--- src/rtl/bram_row_packer.sv ---
// Packs a 32-bit valid/ready word stream into 192-bit BRAM rows, one write strobe per row.
// Optional BRAM_PACK_WRAP_EN: address counter wraps at DEPTH-1 instead of halting with full.
//
// state | meaning
// IDLE  | waiting for start
// FILL  | accepting words into the row register
// FLUSH | final row write in flight, done follows
// HALT  | address space exhausted, waiting for a new start
module bram_row_packer #(
  parameter int ADDR_WIDTH = 11,
  parameter int DATA_WIDTH = 192,
  parameter int DEPTH      = 2048,
  parameter int IN_WIDTH   = 32
) (
  input  logic                  clk,
  input  logic                  rst_n,
  input  logic                  start,
  input  logic [ADDR_WIDTH-1:0] base_addr,
  input  logic                  in_valid,
  output logic                  in_ready,
  input  logic [IN_WIDTH-1:0]   in_data,
  input  logic                  in_last,
  output logic                  we,
  output logic [ADDR_WIDTH-1:0] wr_addr,
  output logic [DATA_WIDTH-1:0] wr_data,
  output logic                  busy,
  output logic                  done,
  output logic                  full
);

  localparam int LANES  = DATA_WIDTH / IN_WIDTH;
  localparam int LANE_W = (LANES > 1) ? $clog2(LANES) : 1;
  localparam logic [ADDR_WIDTH-1:0] LAST_ADDR = ADDR_WIDTH'(DEPTH - 1);
  localparam logic [LANE_W-1:0]     LAST_LANE = LANE_W'(LANES - 1);
`ifdef BRAM_PACK_WRAP_EN
  localparam bit WRAP_EN = 1'b1;
`else
  localparam bit WRAP_EN = 1'b0;
`endif

  typedef enum logic [1:0] {IDLE, FILL, FLUSH, HALT} state_t;

  state_t                  state, state_nxt;
  logic [LANE_W-1:0]       lane_cnt;
  logic [ADDR_WIDTH-1:0]   addr_cnt;
  logic [DATA_WIDTH-1:0]   row_reg, row_merged;
  logic                    accept, row_done, at_top, launch;

  assign in_ready = (state == FILL) && !full;
  assign busy     = (state != IDLE);
  assign accept   = in_valid && in_ready;
  assign row_done = accept && ((lane_cnt == LAST_LANE) || in_last);
  assign at_top   = (addr_cnt == LAST_ADDR);
  assign launch   = start && ((state == IDLE) || (state == HALT));

  // Row as it will look once the current word lands; written straight to BRAM on completion.
  always_comb begin
    row_merged = row_reg;
    for (int k = 0; k < LANES; k++) begin
      if (lane_cnt == LANE_W'(k)) row_merged[k*IN_WIDTH +: IN_WIDTH] = in_data;
    end
  end

  always_comb begin
    state_nxt = state;
    case (state)
      IDLE:  if (start) state_nxt = FILL;
      FILL: begin
        if (row_done) begin
          if (in_last)                 state_nxt = FLUSH;
          else if (at_top && !WRAP_EN) state_nxt = HALT;
        end
      end
      FLUSH: state_nxt = IDLE;
      HALT:  if (start) state_nxt = FILL;
      default: state_nxt = IDLE;
    endcase
  end

  always_ff @(posedge clk or negedge rst_n) begin
    if (!rst_n) begin
      state    <= IDLE;
      lane_cnt <= '0;
      addr_cnt <= '0;
      row_reg  <= '0;
      we       <= 1'b0;
      wr_addr  <= '0;
      wr_data  <= '0;
      done     <= 1'b0;
    end else begin
      state <= state_nxt;
      we    <= row_done;
      done  <= (state == FLUSH);
      if (row_done) begin
        wr_addr <= addr_cnt;
        wr_data <= row_merged;
      end
      if (launch) begin
        addr_cnt <= base_addr;
        lane_cnt <= '0;
        row_reg  <= '0;
      end else if (row_done) begin
        addr_cnt <= at_top ? '0 : addr_cnt + 1'b1;
        lane_cnt <= '0;
        row_reg  <= '0;
      end else if (accept) begin
        lane_cnt <= lane_cnt + 1'b1;
        row_reg  <= row_merged;
      end
    end
  end

`ifdef BRAM_PACK_WRAP_EN
  assign full = 1'b0;
`else
  always_ff @(posedge clk or negedge rst_n) begin
    if (!rst_n)                          full <= 1'b0;
    else if (launch)                     full <= 1'b0;
    else if (row_done && !in_last && at_top) full <= 1'b1;
  end
`endif

endmodule

--- config.mk ---
export PLATFORM = sky130hd
export DESIGN_NAME = bram_row_packer
export DESIGN_NICKNAME = d
export VERILOG_FILES = /design/src/rtl/bram_row_packer.sv
export SDC_FILE = /design/constraint.sdc
export NUM_CORES = 1
export LEC_CHECK = 0
export BUFFER_PORTS_ARGS = -buffer_cell sky130_fd_sc_hd__buf_2
export CAP_MARGIN = 20
export CORE_MARGIN = 4
export CORE_UTILIZATION = 46
export DETAILED_ROUTE_END_ITERATION = 12
export GPL_TIMING_DRIVEN = 0
export PLACE_DENSITY = 0.68
export SKIP_LAST_GASP = 1
export SLEW_MARGIN = 5
export SYNTH_ARGS = -nofsm -noshare
export SYNTH_HDL_FRONTEND = slang
export SYNTH_SLANG_ARGS = --single-unit
--- constraint.sdc ---
create_clock -name clk -period 2 [get_ports clk]
set_input_delay 0.4 -clock clk [delete_from_list [all_inputs] [get_ports clk]]
set_output_delay 0.4 -clock clk [all_outputs]
set_load 0.005 [all_outputs]
==> impl_metrics.yaml <==
synth:
  ys_dominant_reg_cell: "sky130_fd_sc_hd__dfrtp_1"
  muxShareOfSynthArea_pct: 11.3
  async_reset_ff_share_pct: 100
  post_synthesis_share_of_cell_area_spent_on_full_adders_half_adders_and_majority_gates_pct: 0.732
  yosys.area_share.simple_pct: 8.39
  number_of_synthesized_flops_with_an_enable_pin: 0
  synth.ff_latch_count: 414
  synth_area_per_cell_um2: 11.4
  ys_seq_area_share_pct: 60.6
  synth_cells: 1494
  synth.net_count: 1552
  synth_compound_gate_area_share_pct: 15.2
  ys.warnings.count: 0
  yosysUniqueCellTypes: 42
  mapped_area_um2: 17100
  synthXorXnorAreaFrac_pct: 0.102
  synth_top_family_by_area: "compound AO/OA/AOI/OAI gates"
timing:
  crit_share_post_route_pct: 98.1
  final.hold.worst_slack_ns: -0.154
  fmax_ghz: 0.510
  finalClockSkew_ns: 0.0163
  maxSlewViolCount: 0
  finalSetupViolations: 0
  setup_repair_after_global_routing_missed_its_margin: "true"
  finalHoldViolCount: 67
  fin_crit_ns: 1.96
  max_slew_margin_pct: 49.0
  fin_tns_setup_ns: 0
  worst_slew_pin_slew_ns: 0.765
critical_path:
  worstPathRequired_ns: 2.43
  crit_path_start_kind: "flop"
  worst_r2r_path_depth: 9
  crit_path_end_kind: "flop"
  critical_path_arrival_ns: 2.39
  classification_of_the_worst_setup_path: "reg -> reg"
  cp_max_fo: 10
routing:
  antenna_violating_nets_post_route: 0
  total_wirelength_of_the_detailed_routed_design_mm: 52.7
  drt-pass1-iter-count: 5
  drc: 0
  vias: 13200
  route.detailed.wl_per_inst_um: 22.8
  drt_first_iter_violations: 883
  route.detailed.vias_per_inst: 5.69
clock_network:
  ctsRootBufferMaster: "sky130_fd_sc_hd__clkbuf_16"
  cts_max_path_buffers: 3
  clock_tree_from_tritoncts: "done"
  clkSlewWorstSetupHoldPaths_ns: 0.06
  cts_num_sinks: 414
  h-tree-depth: 2
  cts_inserted_buffers: 43
  worstSkewPairLatency_ns: 0.54
place:
  routabilityCongestion: 0.814
  dp.cells: 2221
  port_buffers: 255
  place_hpwl_mm: 35.7
global_route:
  grt_first_pass_wirelength_mm: 81.2
  grt_pass1_vias: 13500
  largest_net_degree_at_the_start_of_global_routing: 116
  globalRoute.totalOverflow: 0
  grt_usage_pct: 25.4
  grt_antenna_before_repair: 1
power_and_ir_drop:
  static-leakage-power_uw: 0.0113
  pwr-share-seq_pct: 40.5
  pwr-share-clk_pct: 30.4
  vdd.ir_drop.worst_mv: 0.541
  swShare_pct: 32.9
  netSwitchingPower_uw: 8660
  pwr_density_cell_nw_per_um2: 1230
  combinational_cell_fraction_of_total_power_pct: 29.1
  internal_power_uw: 17700
run:
  max_cap_viol_count: 0
die:
  floorplan.die.width_um: 201
  start_util_pct: 46.7
  die_area_um2: 40300
  top_level_i_o_count: 256
  placementRows: 70
  core-area_um2: 36600
  die_y_um: 201
status:
  status: "finished with violations"
  violations: "negative hold slack"
hold_path:
  hp-class: "in -> async"
final_layout:
  areaGrowthSynthToFinish_pct: 24.9
  design.final.nets: 1878
  antenna_cells: 0
  post_route_cells_drive_above_1_share_pct: 26.2
  most_frequent_cells_in_the_layout: "sky130_fd_sc_hd__dfrtp_1, sky130_fd_sc_hd__buf_2, sky130_fd_sc_hd__nand2_1, sky130_fd_sc_hd__mux2i_1, sky130_fd_sc_hd__o21ai_0"
  layoutNonFillerInstCount: 2315
  layout.cells.most_common: "sky130_fd_sc_hd__dfrtp_1"
## power by group through the flow
stage	registers, µW	logic [µW]	clock network, µW
after floorplan	10700	3650	0
after global placement	10700	6390	0
after detailed placement	10800	6510	0
after CTS	10600	7310	8090
after global routing	10800	8370	8420
final	10700	7660	8000
## per-layer routing
metal	GRT usage (%)	vias up	wire, µm
met5	0	-	0
met4	7.13	0	1530
met3	5.25	91	3040
met2	41.0	402	25000
met1	35.4	6772	23200
li1	-	5900	-
## kinds of logic (layout without fill, tap and decap cells)
logic type,count (synthesis),in the layout
AOI/OAI and AO/OA,390,390
xor gates and xnor gates,2,2
adders and majority gates,10,10
buffers and inverters,154,507
DFF,414,414
muxes,193,193
and+or+nand+nor,331,331
## cells in the mapped netlist (3+ instances only)
master | count | area [µm²]
sky130_fd_sc_hd__a22o_1 | 160 | 1400
sky130_fd_sc_hd__nor2_1 | 16 | 60.1
sky130_fd_sc_hd__nor3_2 | 3 | 30.0
sky130_fd_sc_hd__nand2b_1 | 3 | 18.8
sky130_fd_sc_hd__buf_1 | 14 | 52.6
sky130_fd_sc_hd__nand4_1 | 3 | 18.8
sky130_fd_sc_hd__inv_1 | 8 | 30.0
sky130_fd_sc_hd__dfrtp_1 | 414 | 10400
sky130_fd_sc_hd__or3_1 | 4 | 25.0
sky130_fd_sc_hd__nand3_1 | 9 | 45.0
sky130_fd_sc_hd__mux2i_1 | 193 | 1930
sky130_fd_sc_hd__buf_2 | 32 | 160
sky130_fd_sc_hd__nor3_1 | 5 | 25.0
sky130_fd_sc_hd__o31ai_1 | 3 | 22.5
sky130_fd_sc_hd__nand2_1 | 240 | 901
sky130_fd_sc_hd__a21oi_1 | 13 | 65.1
sky130_fd_sc_hd__o21ai_0 | 197 | 986
sky130_fd_sc_hd__and3_1 | 35 | 219
sky130_fd_sc_hd__or4_1 | 4 | 30.0
sky130_fd_sc_hd__clkbuf_1 | 97 | 364
sky130_fd_sc_hd__a31oi_1 | 5 | 31.3
sky130_fd_sc_hd__ha_1 | 10 | 125
## stage by stage
| stage | total power [µW] | utilization (%) | cell area (µm²) | setup slack [ns] |
|---|---|---|---|---|
| global placement | 17100 | 51.8 | 19000 | -7.62 |
| CTS | 26000 | 57.5 | 21000 | -0.0289 |
| global route | 27600 | 58.3 | 21400 | -0.0351 |
| detailed placement | 17300 | 52.1 | 19100 | -0.889 |
| finish | 26300 | 58.3 | 21400 | 0.0380 |
| floorplan | 14300 | - | 17100 | 0.0745 |
## worst paths after layout
check | from | endpoint | slack, ns
worst max-delay path | lane_cnt[1]$_DFFE_PN0P_ | wr_data[90]$_DFFE_PN0P_ | 0.04
worst min-delay path | rst_n | wr_data[122]$_DFFE_PN0P_ | -0.15
worst max register to register | lane_cnt[1]$_DFFE_PN0P_ | wr_data[90]$_DFFE_PN0P_ | 0.04
worst min register to register | wr_addr[9]$_DFFE_PN0P_ | wr_addr[9]$_DFFE_PN0P_ | 0.47
max in group asynchronous | rst_n | row_reg[49]$_DFFE_PN0P_ | 0.80
min in group clk | base_addr[4] | addr_cnt[4]$_DFFE_PN0P_ | 0.08
## worst max-delay path: stages, from the launching register on
cell,delay (ns)
sky130_fd_sc_hd__dfrtp_1,0.37
sky130_fd_sc_hd__inv_1,0.10
sky130_fd_sc_hd__ha_4,0.20
sky130_fd_sc_hd__a21o_4,0.26
sky130_fd_sc_hd__nand2_8,0.13
sky130_fd_sc_hd__buf_12,0.15
sky130_fd_sc_hd__buf_4,0.23
sky130_fd_sc_hd__clkbuf_8,0.23
sky130_fd_sc_hd__nand2_1,0.07
sky130_fd_sc_hd__o21ai_0,0.10
## layout make-up
class	count	area (µm²)
timing repair buffer	287	1720
fill	3117	15300
sequential	414	10400
multi-input combinational	926	6330
buffer	139	943
tap	468	586
clock buffer	66	1310
inverter	9	35.0
clock inverter	6	80.1
## repair_timing
action,in CTS,in global routing
gates resized for setup,169,105
endpoints found under the setup margin,408,388
setup buffers,16,7
hold endpoints to repair,105,6
cloned,0,3
pin swaps,11,10
Note: power is estimated with default switching activity, not from simulation.
